$ cat config.mk
export PLATFORM = sky130hd
export DESIGN_NAME = gmii_tx_sched
export DESIGN_NICKNAME = d
export VERILOG_FILES = /design/src/rtl/gmii_tx_sched_pkg.sv /design/src/rtl/gmii_tx_sched_stats.sv /design/src/rtl/gmii_tx_sched.sv
export SDC_FILE = /design/constraint.sdc
export NUM_CORES = 1
export LEC_CHECK = 0
export ABC_AREA = 1
export BUFFER_PORTS_ARGS = -buffer_cell sky130_fd_sc_hd__buf_2
export CAP_MARGIN = 20
export CORE_UTILIZATION = 39
export DETAILED_ROUTE_END_ITERATION = 6
export PLACE_DENSITY_LB_ADDON = 0.05
export SYNTH_ARGS = -nofsm -noshare
export SYNTH_HDL_FRONTEND = slang
export SYNTH_HIERARCHICAL = 1
export SYNTH_SLANG_ARGS = --single-unit
$ cat constraint.sdc
create_clock -name tx_clk -period 1.9 [get_ports tx_clk]
set_input_delay 0.095 -clock tx_clk [delete_from_list [all_inputs] [get_ports tx_clk]]
set_output_delay 0.095 -clock tx_clk [all_outputs]
set_load 0.1 [all_outputs]
$ cat src/rtl/gmii_tx_sched_pkg.sv
// Shared scheduler definitions: FSM state codes, packet-class select values
// and the packet ident bytes the frame builder expects for each class.
// Latency: n/a (declarations only). Backpressure: n/a.
package gmii_tx_sched_pkg;

  typedef enum logic [1:0] {
    ST_IDLE      = 2'd0,
    ST_WAIT_DONE = 2'd1,
    ST_HOLDOFF   = 2'd2
  } state_t;

  // pkt_sel encoding
  localparam logic SEL_VIDEO = 1'b0;
  localparam logic SEL_AUDIO = 1'b1;

  // Ident bytes placed in the frame header by the builder
  localparam logic [7:0] PKT_IDENT_VIDEO = 8'h00;
  localparam logic [7:0] PKT_IDENT_AUDIO = 8'h01;

  function automatic logic [7:0] sel_to_ident(input logic sel);
    return (sel == SEL_AUDIO) ? PKT_IDENT_AUDIO : PKT_IDENT_VIDEO;
  endfunction

endpackage

$ cat src/rtl/gmii_tx_sched_stats.sv
// Saturating grant/timeout statistics counters for the tx scheduler.
// Latency: counters reflect an increment one cycle after the strobe.
// Backpressure: none; clr zeroes all counters and wins over increments.
//
// Ports:
//   clk, rst            clock and synchronous active-high reset
//   clr                 synchronous clear of all counters
//   vid_inc/aud_inc     one-cycle grant strobes per packet class
//   to_inc              one-cycle timeout strobe
//   vid_cnt/aud_cnt/to_cnt  counter values, saturating at all-ones
module gmii_tx_sched_stats #(
  parameter int unsigned CNT_W = 16
) (
  input  logic             clk,
  input  logic             rst,
  input  logic             clr,
  input  logic             vid_inc,
  input  logic             aud_inc,
  input  logic             to_inc,
  output logic [CNT_W-1:0] vid_cnt,
  output logic [CNT_W-1:0] aud_cnt,
  output logic [CNT_W-1:0] to_cnt
);

  localparam logic [CNT_W-1:0] CNT_MAX = '1;

  function automatic logic [CNT_W-1:0] sat_inc(input logic [CNT_W-1:0] v,
                                               input logic inc);
    return (inc && (v != CNT_MAX)) ? v + CNT_W'(1) : v;
  endfunction

  always_ff @(posedge clk) begin
    if (rst || clr) begin
      vid_cnt <= '0;
      aud_cnt <= '0;
      to_cnt  <= '0;
    end else begin
      vid_cnt <= sat_inc(vid_cnt, vid_inc);
      aud_cnt <= sat_inc(aud_cnt, aud_inc);
      to_cnt  <= sat_inc(to_cnt, to_inc);
    end
  end

endmodule

$ cat src/rtl/gmii_tx_sched.sv
// Video/audio packet scheduler in front of the GMII frame builder.
// Latency: pkt_start one cycle after a request is seen in IDLE; next grant
//   GAP_CYC+1 cycles after pkt_done (or after a WAIT_DONE timeout).
// Backpressure: requests are levels sampled only while idle; the builder
//   throttles by delaying pkt_done, bounded by TIMEOUT_CYC.
//
// Optional feature macro: GMII_TX_SCHED_STATS_EN enables the statistics
// counters; without it the stats outputs are tied to 0 and stats_clr is
// ignored.
//
// Ports:
//   tx_clk, sys_rst          clock and synchronous active-high reset
//   vid_req, aud_req         level requests per packet class
//   aud_level                pending audio ADE count (urgency)
//   pkt_done                 builder pulse: frame fully sent
//   pkt_start, pkt_sel       start pulse and class (held until next start)
//   busy                     high from pkt_start through end of hold-off
//   timeout_err              one-cycle pulse when the builder never finished
//   stats_clr, vid_cnt, aud_cnt, to_cnt   statistics
module gmii_tx_sched
  import gmii_tx_sched_pkg::*;
#(
  parameter int unsigned VID_BURST_MAX = 4,
  parameter logic [3:0]  AUD_URGENT    = 4'd8,
  parameter logic [7:0]  GAP_CYC       = 8'd2,
  parameter int unsigned TIMEOUT_CYC   = 4096
) (
  input  logic        tx_clk,
  input  logic        sys_rst,
  input  logic        vid_req,
  input  logic        aud_req,
  input  logic [3:0]  aud_level,
  input  logic        pkt_done,
  output logic        pkt_start,
  output logic        pkt_sel,
  output logic        busy,
  output logic        timeout_err,
  input  logic        stats_clr,
  output logic [15:0] vid_cnt,
  output logic [15:0] aud_cnt,
  output logic [15:0] to_cnt
);

  localparam int unsigned RUN_W = $clog2(VID_BURST_MAX + 1);
  localparam logic [RUN_W-1:0] RUN_MAX = RUN_W'(VID_BURST_MAX);
  localparam int unsigned TO_W = (TIMEOUT_CYC > 1) ? $clog2(TIMEOUT_CYC) : 1;
  localparam logic [TO_W-1:0] TO_LAST = TO_W'(TIMEOUT_CYC - 1);

  state_t           state, state_nxt;
  logic [RUN_W-1:0] vid_run, vid_run_nxt;
  logic [TO_W-1:0]  to_ctr, to_ctr_nxt;
  logic [7:0]       gap, gap_nxt;
  logic             start_nxt;
  logic             sel_nxt;
  logic             to_err_nxt;
  logic             grant_vid;
  logic             grant_aud;
  logic             aud_wins;

  // Audio takes the slot when alone, when video has used up its burst
  // allowance, or when the audio backlog is urgent.
  assign aud_wins = aud_req &&
                    (!vid_req || (vid_run >= RUN_MAX) || (aud_level >= AUD_URGENT));

  always_comb begin
    state_nxt   = state;
    vid_run_nxt = vid_run;
    to_ctr_nxt  = to_ctr;
    gap_nxt     = gap;
    start_nxt   = 1'b0;
    sel_nxt     = pkt_sel;
    to_err_nxt  = 1'b0;
    grant_vid   = 1'b0;
    grant_aud   = 1'b0;

    case (state)
      ST_IDLE: begin
        if (vid_req || aud_req) begin
          start_nxt  = 1'b1;
          to_ctr_nxt = '0;
          state_nxt  = ST_WAIT_DONE;
          if (aud_wins) begin
            sel_nxt     = SEL_AUDIO;
            grant_aud   = 1'b1;
            vid_run_nxt = '0;
          end else begin
            sel_nxt   = SEL_VIDEO;
            grant_vid = 1'b1;
            // Burst length only matters while audio is actually waiting.
            if (aud_req && (vid_run < RUN_MAX)) begin
              vid_run_nxt = vid_run + RUN_W'(1);
            end
          end
        end
      end

      ST_WAIT_DONE: begin
        if (pkt_done || (to_ctr == TO_LAST)) begin
          // A done on the last allowed cycle still counts as success.
          to_err_nxt = !pkt_done;
          to_ctr_nxt = '0;
          if (GAP_CYC == 8'd0) begin
            state_nxt = ST_IDLE;
          end else begin
            state_nxt = ST_HOLDOFF;
            gap_nxt   = GAP_CYC;
          end
        end else begin
          to_ctr_nxt = to_ctr + TO_W'(1);
        end
      end

      ST_HOLDOFF: begin
        if (gap <= 8'd1) begin
          gap_nxt   = 8'd0;
          state_nxt = ST_IDLE;
        end else begin
          gap_nxt = gap - 8'd1;
        end
      end

      default: begin
        state_nxt = ST_IDLE;
      end
    endcase
  end

  always_ff @(posedge tx_clk) begin
    if (sys_rst) begin
      state       <= ST_IDLE;
      vid_run     <= '0;
      to_ctr      <= '0;
      gap         <= 8'd0;
      pkt_start   <= 1'b0;
      pkt_sel     <= SEL_VIDEO;
      timeout_err <= 1'b0;
    end else begin
      state       <= state_nxt;
      vid_run     <= vid_run_nxt;
      to_ctr      <= to_ctr_nxt;
      gap         <= gap_nxt;
      pkt_start   <= start_nxt;
      pkt_sel     <= sel_nxt;
      timeout_err <= to_err_nxt;
    end
  end

  assign busy = (state != ST_IDLE);

`ifdef GMII_TX_SCHED_STATS_EN
  gmii_tx_sched_stats #(
    .CNT_W (16)
  ) u_stats (
    .clk     (tx_clk),
    .rst     (sys_rst),
    .clr     (stats_clr),
    .vid_inc (grant_vid),
    .aud_inc (grant_aud),
    .to_inc  (to_err_nxt),
    .vid_cnt (vid_cnt),
    .aud_cnt (aud_cnt),
    .to_cnt  (to_cnt)
  );
`else
  logic unused_stats;
  assign unused_stats = ^{stats_clr, grant_vid, grant_aud};
  assign vid_cnt = 16'd0;
  assign aud_cnt = 16'd0;
  assign to_cnt  = 16'd0;
`endif

endmodule
==> results.md <==
* CP required at 2.12 ns
* Mux cell area share after synthesis at 0%
* TritonCTS Buffers at 3
* CTS tree: yes
* Max H-tree Level at 1
* Max Slew Vio Count at 0
* Clock slew at reported path FFs at 0.10 ns
* Die X at 71.3 µm
* Drc violations at 2
* Final Non-Filler Cells at 331
* Cell variety after synth at 29
* Total wire length at 3.38 mm
* Syn_area_per_cell at 7.06 µm²
* Kind of critical path: register to register
* Logic gate share of total power at 39.0%
* HPWL after DPL at 2.61 mm
* DP Area at 0.00181 mm²
* Sequential area share after synthesis at 29.9%
* Failing checks: DRC
* Ant. Diodes at 0
* Complex-gate fraction of the synthesized area at 8.82%
* DRT Pass-1 Iters at 6
* Starting DRT DRC Count at 51
* Worst setup SP type: register
* Avg Vias per Cell at 4.38
* Switching portion of total power at 47.7%
* Adder-cell share of the synthesized area at 2.67%
* Clk_skew at 0.00890 ns
* Final hold slack at 0.168 ns
* M3 GR Usage at 2.95%
* Placed Cells incl. Taps at 326
* Top Usage Layer GRT: met2
* Largest net degree at the start of global routing at 16
* Die Ht at 71.3 µm
* Max Buffers Root-to-Sink at 2
* DR WL/cell at 10.2 µm
* Mapped Area at 0.00187 mm²
* Post-Synth XOR/XNOR Area at 0.468%
* Placer Congestion at 0.777
* Root Buffer: clkbuf_8
* Initial antenna violation count at 0
* GR Overflow Total at 0
* Reg power frac at 37.8%
* Vias in the first global route at 1337
* Post-DRT Antenna Nets at 0
* MaxCap Viol Count at 0
* Final instance area at 0.00187 mm²
* Outcome: finished, violations left
* Layout area overhead at -0.0670%
* Total core area at 0.00447 mm²
* Fillers at 491
* Hold Path Class: primary input to register
* Total Routing Usage GR at 14.4%
* Resized cells post-CTS at 0
* Site Rows at 24
* Setup-failing EPs final at 0
* Critical Path Fanout Max at 5
* Yosys Warn Count at 6
* GR Layer Usage met2 at 24.2%
* Main combinational cell family by area after synthesis: simple AND/OR/NAND/NOR gates
* DR vias at 1451
* Share of layout cells above drive strength 1 at 13.3%
* LEAKAGE at 0.000835 µW
* I/O Pins at 62
* Gate Count Post-Synth at 265
* Post-route clock period utilization at 85.1%
* First-pass GRT wire length at 5.88 mm
* Nets at 294
* Int Power at 852 µW
* Die area at 0.00508 mm²
* Clock Power Share at 23.2%
* Minimum clock period at 1.62 ns
* Starting density of the core at 41.8%
* PortBufs at 9
* Tot Pwr at 1630 µW
* Grt met1 use at 18.7%
* Clock sinks at 28
* IR drop worst, VDD at 400 µV
* Net switching power at 777 µW
* Pwr per Cell Area at 871 mW/mm²
* Critical Path AT at 1.84 ns
* Hold Fails Final Rpt at 0
* Synthesized flop and latch total at 28
* CP Capture Type: register
* Post-synthesis simple-gate area fraction at 31.8%
* Setup TNS Final at 0 ns
* F_max at 619 MHz
* Worst-Skew Late Latency at 0.28 ns
* RSZ-0062 raised after global routing: no
## final cells by class
class                           count  area [µm²]  share of cell area, %
Multi-Input combinational cell    204        1000                   53.4
Clock buffer                        4        55.1                   2.94
Timing Repair Buffer               13        77.6                   4.15
Inverter                           30         113                   6.02
Sequential cell                    28         561                   30.0
Tap cell                           52        65.1                   3.48
## per-stage QoR
step	utilization (%)	worst slack [ns]
after floorplan	-	0.250
after global placement	40.4	0.304
after detailed placement	40.4	0.303
after CTS	41.8	0.263
after global routing	41.8	0.119
final	41.8	0.284
## Yosys cell counts
cell type	number	share of area, %
nand2_1	44	8.8
or2_2	2	0.67
nor2_1	28	5.6
xnor2_1	1	0.47
and3_2	1	0.40
nor3_2	2	1.1
inv_1	29	5.8
nor2_4	4	2.4
o21ai_0	7	1.9
nand2_2	5	1.7
nand4_1	8	2.7
a21oi_1	17	4.5
buf_4	48	19
nand3_2	2	1.1
or2_1	1	0.33
o21bai_1	2	0.80
dfxtp_1	28	30
a21oi_2	1	0.47
o21ai_2	1	0.47
ha_1	4	2.7
nor3_1	7	1.9
clkbuf_1	1	0.20
a31oi_2	1	0.67
nor2_2	1	0.33
buf_6	1	0.60
conb_1	1	0.20
clkinv_1	1	0.20
nand3_1	16	4.3
nand2_4	1	0.60
## metal layers
metal / share of wire (%) / vias up
met5: 0 / -
met4: 0.92 / 0
met3: 4.1 / 4
met2: 45 / 34
met1: 50 / 636
li1: - / 777
## sequential cells by signal (all words and copies together), names as in the netlist
register / cells
timeout_err: 1
pkt_start: 1
vid_run: 3
to_ctr: 12
gap: 8
pkt_sel: 1
state: 2
## power groups by stage
stage	logic (µW)	registers, µW	clock network (µW)
global placement	635	630	0
finish	636	616	377
detailed placement	635	629	0
CTS	636	616	400
floorplan	634	659	0
global route	668	620	421
## worst max-delay path, cell delays in order, from the launching register on
cell	delay, ns
dfxtp_1	0.39
inv_1	0.10
ha_1	0.25
or2_2	0.30
nand4_1	0.12
nand2_1	0.10
o21ai_0	0.15
nand2_1	0.06
nor2_1	0.07
## cell usage in the layout, fill, tap and decap left out, drive strengths merged
master        n
or2           3
clkbuf        4
nand3        18
nand2        50
and3          1
a21oi        18
nand4         8
o21ai         8
buf          12
o21bai        2
nor3          9
clkinv        1
ha            4
inv          29
dlygate4sd3   1
conb         48
nor2         33
xnor2         1
a31oi         1
dfxtp        28
## cells by family after synthesis
group	after synthesis
AOI/OAI and AO/OA	29
xor gates and xnor gates	1
adders and majority gates	4
buffers and inverters	80
DFF	28
other	1
and+or+nand+nor	122
## worst paths after layout
| check | from | slack (ns) | endpoint | depth (start not counted) |
|---|---|---|---|---|
| min | aud_req | 0.17 | pkt_start$_SDFF_PP0_ | 3 |
| max | gap[0]$_SDFFE_PP0P_ | 0.28 | gap[5]$_SDFFE_PP0P_ | 8 |
| min reg2reg | vid_run[2]$_SDFFE_PP0P_ | 0.46 | vid_run[2]$_SDFFE_PP0P_ | 2 |
| max reg2reg | gap[0]$_SDFFE_PP0P_ | 0.28 | gap[5]$_SDFFE_PP0P_ | 8 |
## timing repair
action                                 4_1_cts  5_1_grt
setup buffers                                0        0
hold buffers                                 1        0
endpoints found under the hold margin        1        0
Note: power is estimated with default switching activity, not from simulation.
